**src/rtl/z80_irq_pkg.sv**
```systemverilog
// Shared types and constants for the Z80 interrupt-control block.
package z80_irq_pkg;

  typedef enum logic [1:0] {
    ST_IDLE  = 2'd0,
    ST_ACK1  = 2'd1,
    ST_ACK2  = 2'd2,
    ST_OFFER = 2'd3
  } irq_state_e;

  localparam logic [15:0] VEC_NMI = 16'h0066;
  localparam logic [15:0] VEC_IM1 = 16'h0038;

  localparam logic [1:0] IM_MODE0 = 2'd0;
  localparam logic [1:0] IM_MODE1 = 2'd1;
  localparam logic [1:0] IM_MODE2 = 2'd2;

  // The undefined IM encoding behaves as IM 1.
  function automatic logic [1:0] im_sanitize(input logic [1:0] n);
    return (n == 2'd3) ? IM_MODE1 : n;
  endfunction

endpackage

```
**src/rtl/z80_nmi_edge.sv**
```systemverilog
// Two-flop synchronizer for /NMI plus a one-cycle falling-edge pulse.
module z80_nmi_edge (
  input  logic clk,
  input  logic reset_n,
  input  logic nmi_n,
  output logic nmi_fall
);

  logic sync1_q, sync1_d;
  logic sync2_q, sync2_d;
  logic prev_q,  prev_d;

  always_comb begin
    sync1_d = nmi_n;
    sync2_d = sync1_q;
    prev_d  = sync2_q;
  end

  // Flops reset to the inactive (high) level so release from reset is not an edge.
  always_ff @(posedge clk or negedge reset_n) begin
    if (!reset_n) begin
      sync1_q <= 1'b1;
      sync2_q <= 1'b1;
      prev_q  <= 1'b1;
    end else begin
      sync1_q <= sync1_d;
      sync2_q <= sync2_d;
      prev_q  <= prev_d;
    end
  end

  assign nmi_fall = prev_q & ~sync2_q;

endmodule

```
**src/rtl/z80_irq_ctrl.sv**
```systemverilog
// Z80 interrupt control: IFF1/IFF2, IM, EI shadow, NMI latch and acknowledge sequencing.
// Optional boundary trace ports are enabled by defining Z80FI_IRQ_TRACE_EN.
module z80_irq_ctrl
  import z80_irq_pkg::*;
(
  input  logic        clk,
  input  logic        reset_n,
  input  logic        insn_done,
  input  logic        insn_ei,
  input  logic        insn_di,
  input  logic        insn_retn,
  input  logic        insn_im_wr,
  input  logic [1:0]  insn_im,
  input  logic        int_n,
  input  logic        nmi_n,
  input  logic [7:0]  i_reg,
  input  logic [7:0]  ack_data,
  output logic        intack,
  output logic        svc_valid,
  input  logic        svc_ready,
  output logic        svc_nmi,
  output logic        svc_indirect,
  output logic [15:0] svc_vector,
  output logic        iff1,
  output logic        iff2,
  output logic [1:0]  im
`ifdef Z80FI_IRQ_TRACE_EN
  ,
  output logic        trace_valid,
  output logic        trace_iff1_in,
  output logic        trace_iff2_in,
  output logic        trace_iff1_out,
  output logic        trace_iff2_out
`endif
);

  irq_state_e  state_q, state_d;
  logic        iff1_q, iff1_d;
  logic        iff2_q, iff2_d;
  logic        shadow_q, shadow_d;
  logic        nmi_pending_q, nmi_pending_d;
  logic [1:0]  im_q, im_d;
  logic        intack_q, intack_d;
  logic        svc_valid_q, svc_valid_d;
  logic        svc_nmi_q, svc_nmi_d;
  logic        svc_indirect_q, svc_indirect_d;
  logic [15:0] svc_vector_q, svc_vector_d;
  logic        nmi_fall;
  logic        boundary;
  logic        int_take;

  z80_nmi_edge u_nmi_edge (
    .clk      (clk),
    .reset_n  (reset_n),
    .nmi_n    (nmi_n),
    .nmi_fall (nmi_fall)
  );

  assign boundary = insn_done && (state_q == ST_IDLE);
  assign int_take = !int_n && iff1_q && !shadow_q && !insn_ei && !insn_di;

  always_comb begin
    state_d        = state_q;
    iff1_d         = iff1_q;
    iff2_d         = iff2_q;
    shadow_d       = shadow_q;
    im_d           = im_q;
    nmi_pending_d  = nmi_pending_q | nmi_fall;
    intack_d       = intack_q;
    svc_valid_d    = svc_valid_q;
    svc_nmi_d      = svc_nmi_q;
    svc_indirect_d = svc_indirect_q;
    svc_vector_d   = svc_vector_q;

    unique case (state_q)
      ST_IDLE: begin
        if (insn_done) begin
          // Instruction effects first; acceptance below uses the pre-update
          // iff1/shadow and overrides the flip-flops where it fires.
          if (insn_ei) begin
            iff1_d   = 1'b1;
            iff2_d   = 1'b1;
            shadow_d = 1'b1;
          end else if (insn_di) begin
            iff1_d   = 1'b0;
            iff2_d   = 1'b0;
            shadow_d = 1'b0;
          end else begin
            shadow_d = 1'b0;
            if (insn_retn) begin
              iff1_d = iff2_q;
            end
          end
          if (insn_im_wr) begin
            im_d = im_sanitize(insn_im);
          end

          if (nmi_pending_q) begin
            // A fresh edge arriving in the same cycle stays latched.
            nmi_pending_d  = nmi_fall;
            iff1_d         = 1'b0;
            svc_valid_d    = 1'b1;
            svc_nmi_d      = 1'b1;
            svc_indirect_d = 1'b0;
            svc_vector_d   = VEC_NMI;
            state_d        = ST_OFFER;
          end else if (int_take) begin
            iff1_d   = 1'b0;
            iff2_d   = 1'b0;
            intack_d = 1'b1;
            state_d  = ST_ACK1;
          end
        end
      end

      ST_ACK1: begin
        intack_d = 1'b1;
        state_d  = ST_ACK2;
      end

      ST_ACK2: begin
        intack_d    = 1'b0;
        svc_valid_d = 1'b1;
        svc_nmi_d   = 1'b0;
        state_d     = ST_OFFER;
        unique case (im_q)
          IM_MODE0: begin
            svc_indirect_d = 1'b0;
            svc_vector_d   = {8'h00, ack_data & 8'h38};
          end
          IM_MODE2: begin
            svc_indirect_d = 1'b1;
            svc_vector_d   = {i_reg, ack_data & 8'hFE};
          end
          default: begin
            svc_indirect_d = 1'b0;
            svc_vector_d   = VEC_IM1;
          end
        endcase
      end

      ST_OFFER: begin
        if (svc_ready) begin
          svc_valid_d = 1'b0;
          state_d     = ST_IDLE;
        end
      end

      default: begin
        state_d = ST_IDLE;
      end
    endcase
  end

  always_ff @(posedge clk or negedge reset_n) begin
    if (!reset_n) begin
      state_q        <= ST_IDLE;
      iff1_q         <= 1'b0;
      iff2_q         <= 1'b0;
      shadow_q       <= 1'b0;
      im_q           <= IM_MODE0;
      nmi_pending_q  <= 1'b0;
      intack_q       <= 1'b0;
      svc_valid_q    <= 1'b0;
      svc_nmi_q      <= 1'b0;
      svc_indirect_q <= 1'b0;
      svc_vector_q   <= '0;
    end else begin
      state_q        <= state_d;
      iff1_q         <= iff1_d;
      iff2_q         <= iff2_d;
      shadow_q       <= shadow_d;
      im_q           <= im_d;
      nmi_pending_q  <= nmi_pending_d;
      intack_q       <= intack_d;
      svc_valid_q    <= svc_valid_d;
      svc_nmi_q      <= svc_nmi_d;
      svc_indirect_q <= svc_indirect_d;
      svc_vector_q   <= svc_vector_d;
    end
  end

  assign intack       = intack_q;
  assign svc_valid    = svc_valid_q;
  assign svc_nmi      = svc_nmi_q;
  assign svc_indirect = svc_indirect_q;
  assign svc_vector   = svc_vector_q;
  assign iff1         = iff1_q;
  assign iff2         = iff2_q;
  assign im           = im_q;

`ifdef Z80FI_IRQ_TRACE_EN
  logic trace_valid_q, trace_valid_d;
  logic trace_iff1_in_q, trace_iff1_in_d;
  logic trace_iff2_in_q, trace_iff2_in_d;
  logic trace_iff1_out_q, trace_iff1_out_d;
  logic trace_iff2_out_q, trace_iff2_out_d;

  // Snapshot of the flip-flops across each boundary, held until the next one.
  always_comb begin
    trace_valid_d    = boundary;
    trace_iff1_in_d  = trace_iff1_in_q;
    trace_iff2_in_d  = trace_iff2_in_q;
    trace_iff1_out_d = trace_iff1_out_q;
    trace_iff2_out_d = trace_iff2_out_q;
    if (boundary) begin
      trace_iff1_in_d  = iff1_q;
      trace_iff2_in_d  = iff2_q;
      trace_iff1_out_d = iff1_d;
      trace_iff2_out_d = iff2_d;
    end
  end

  always_ff @(posedge clk or negedge reset_n) begin
    if (!reset_n) begin
      trace_valid_q    <= 1'b0;
      trace_iff1_in_q  <= 1'b0;
      trace_iff2_in_q  <= 1'b0;
      trace_iff1_out_q <= 1'b0;
      trace_iff2_out_q <= 1'b0;
    end else begin
      trace_valid_q    <= trace_valid_d;
      trace_iff1_in_q  <= trace_iff1_in_d;
      trace_iff2_in_q  <= trace_iff2_in_d;
      trace_iff1_out_q <= trace_iff1_out_d;
      trace_iff2_out_q <= trace_iff2_out_d;
    end
  end

  assign trace_valid    = trace_valid_q;
  assign trace_iff1_in  = trace_iff1_in_q;
  assign trace_iff2_in  = trace_iff2_in_q;
  assign trace_iff1_out = trace_iff1_out_q;
  assign trace_iff2_out = trace_iff2_out_q;
`endif

endmodule

```
**config.mk**
```make
export PLATFORM = sky130hd
export DESIGN_NAME = z80_irq_ctrl
export DESIGN_NICKNAME = d
export VERILOG_FILES = /design/src/rtl/z80_irq_pkg.sv /design/src/rtl/z80_nmi_edge.sv /design/src/rtl/z80_irq_ctrl.sv
export SDC_FILE = /design/constraint.sdc
export NUM_CORES = 1
export LEC_CHECK = 0
export ABC_CLOCK_PERIOD_IN_PS = 1900
export BUFFER_PORTS_ARGS = -buffer_cell sky130_fd_sc_hd__buf_2
export CORE_MARGIN = 2
export CORE_UTILIZATION = 43
export DETAILED_ROUTE_END_ITERATION = 10
export GPL_TIMING_DRIVEN = 1
export PLACE_DENSITY = 0.86
export SETUP_SLACK_MARGIN = 0.15
export SLEW_MARGIN = 10
export SYNTH_ARGS = -nofsm -noshare
export SYNTH_HDL_FRONTEND = slang
export SYNTH_SLANG_ARGS = --single-unit
export TNS_END_PERCENT = 100
```
**constraint.sdc**
```tcl
create_clock -name clk -period 1.9 [get_ports clk]
set_clock_uncertainty 0.2 [all_clocks]
set_input_delay 0.19 -clock clk [delete_from_list [all_inputs] [get_ports clk]]
set_output_delay 0.19 -clock clk [all_outputs]
set_load 0.1 [all_outputs]
```
==> results.cfg <==
[outcome]
outcome = completed

[floorplan]
dieArea_um2 = 3520
die_w_um = 59.3
initial_core_util_pct = 44.2
io_pins = 52
core_um2 = 2980
die_y_um = 59.3
std_cell_rows = 20

[setup_path]
crit_fanout = 3
critPathRequiredTime_ns = 1.95
path_class = primary input to flip-flop
critPathArrivalTime_ns = 1.78
r2r_cells = 5
rr_startpoint = state_q[0]
end_kind = flip-flop
startpoint_type = primary input
r2r-end = intack
reg2reg_slack_ns = 0.18

[sta]
fin_crit_ns = 1.72
setup_viol = 0
finalHoldViolations = 0
fin_crit_sh_pct = 90.8
slew_violations = 0
grt_setup_unrepaired = yes
setup_tns_ns = 0
whs_ns = 0.0599
slew_headroom_pct = 56.4
fin_ws_ns = 0.175
tightest_slew_ns = 0.655
max_freq_ghz = 0.580

[yosys]
syn_avg_cell_area_um2 = 11.4
synthArstFlopShare_pct = 100
synth_common_cells = 27 x dfrtp_1, 12 x nand2_1, 10 x nor2_1
syn_area_um2 = 1320
yosysTopAreaCell = dfrtp_1
synth_top_family_by_area = compound AO/OA/AOI/OAI gates
synth_compound_area_share_pct = 19.0
ys_ff_latch = 30
yosysSeqAreaShare_pct = 57.3
synthCells = 115
yosysTopAreaCellShare_pct = 51.3
yosys_warnings = 0
synth-edff-count = 0
syn_nets = 147
synth_area_leaders = dfrtp_1 51%, dfstp_2 6.0%, a22o_1 6.0%, ha_1 3.8%, nand2_1 3.4%
synthAdderAreaFrac_pct = 3.80
synth_xor_area_share_pct = 0
ys.flop_type = dfrtp_1
synth_most_common_cell = dfrtp_1
yosys.area_share.simple_pct = 11.0
muxShareOfSynthArea_pct = 4.28
ys_types = 33

[place]
dp_hpwl_mm = 2.29
portBuffers = 49
gp_congestion = 0.824
pre_cts_ws_ns = 0.0385

[clocking]
clock_latency_ns = 0.34
htreeDepth = 2
ctsRootBufferMaster = clkbuf_4
cts_tree = done
cts_max_path_buffers = 2
cts_made_buffers = 5
cts.sinks = 30
cts.clk_slew.worst_paths_ns = 0.10

[finish]
syn_to_final_growth_pct = 52.3
drive_above_1_share_pct = 43.4
fillers = 180
nNetsFinal = 229
antenna_cells = 0

[route]
ant_nets = 0
drt_pass1_iterations = 4
dr.first_iter.drc_count = 28
via_count = 1260
viasPerCell = 5.45
routed_wirelength_mm = 3.77
drc_errors = 0
wl_per_cell_um = 16.3

[global_routing]
antenna_found_initial = 0
overflow = 0
grt_max_degree = 31
grt_pass1_vias = 1260
grt_util_all_layers_pct = 23.4
grt_pass1_wl_mm = 5.93

[min_path]
min_path_cells = 4
hold_path_class = primary input to flip-flop
holdCritStartpoint = insn_done
min_to = shadow_q

[job]
max-cap-violations = 0
==> placed cells by master (no fill, tap or decap), drive strengths merged, types with 2 or more instances in the layout <==
master | Yosys | routed
buf | 3 | 56
dfrtp | 27 | 27
dlygate4sd3 | 0 | 22
nand2 | 12 | 12
nor2 | 10 | 10
a22o | 9 | 9
a21oi | 9 | 9
o21ai | 7 | 7
clkbuf | 0 | 6
inv | 7 | 6
ha | 4 | 4
mux2i | 3 | 3
dfstp | 3 | 3
nand3 | 2 | 2
clkinvlp | 0 | 2
a32o | 2 | 2
o22ai | 2 | 2
mux2 | 2 | 2
==> worst max path at each step <==
| stage | from | to | slack [ns] |
|---|---|---|---|
| after floorplan | state_q[0] | intack | 0.12 |
| after global placement | state_q[0] | svc_vector[3] | 0.10 |
| after CTS | state_q[1] | svc_valid | 0.17 |
| after global routing | insn_di | state_q[0] | 0.11 |
| after detailed placement | state_q[0] | svc_vector[7] | 0.04 |
| final | insn_ei | state_q[0] | 0.18 |
==> area by class of cell <==
| class | count | area, um2 | share of cell area, % |
|---|---|---|---|
| clock buffer | 6 | 41.3 | 2.06 |
| sequential | 30 | 761 | 38.0 |
| clock inverter | 2 | 37.5 | 1.87 |
| inverter | 7 | 30.0 | 1.50 |
| tap | 33 | 41.3 | 2.06 |
| timing repair buffer | 78 | 531 | 26.5 |
| multi-input combinational | 75 | 563 | 28.1 |
==> cells by family after synthesis <==
logic type / count (synthesis)
AO/OA/AOI/OAI: 34
multiplexers: 5
buffers and inverters: 10
flip-flops: 30
adder cells (fa/ha/maj): 4
AND/OR/NAND/NOR: 31
other: 1
==> stage by stage <==
step	cells	util (%)	area [um2]
2_1_floorplan	115	-	1320
3_3_place_gp	196	53.5	1590
3_5_place_dp	196	53.5	1590
4_1_cts	227	65.7	1960
5_1_grt	231	67.3	2000
6_report	231	67.3	2000
==> sequential cells by signal (all words and copies together) (netlist names) <==
| register | flops |
|---|---|
| svc_vector | 15 |
| im | 2 |
| state_q | 2 |
| iff1 | 1 |
| iff2 | 1 |
| intack | 1 |
| nmi_pending_q | 1 |
| shadow_q | 1 |
| svc_indirect | 1 |
| svc_nmi | 1 |
| svc_valid | 1 |
| u_nmi_edge.prev_d | 1 |
| u_nmi_edge.prev_q | 1 |
| u_nmi_edge.sync1_q | 1 |
==> critical path: stages <==
cell and delay (ns):
dlygate4sd3_1 0.53, buf_2 0.14, nor2_1 0.23, nand3_1 0.21, a21oi_2 0.25, mux2i_1 0.23
==> routing by layer <==
layer  up-vias  track usage [%]  part of all wire, %  wire, um
met4         0             10.4                  2.4        90
met5         -                0                    0         0
met3        11             6.55                  4.4       166
met1       628             25.7                   37      1390
met2        49             41.4                   56      2120
li1        572                -                    -         -
==> timing repair <==
item	4_1_cts	5_1_grt
hold endpoints to repair	47	0
hold buffers	22	0
gates cloned	0	0
setup endpoints to repair	21	16
pin swaps	1	2
resized for setup	9	4
buffers inserted	1	4
Power is not shown: default switching activity piles up to over one toggle a cycle in this logic, so the estimate is an artifact.
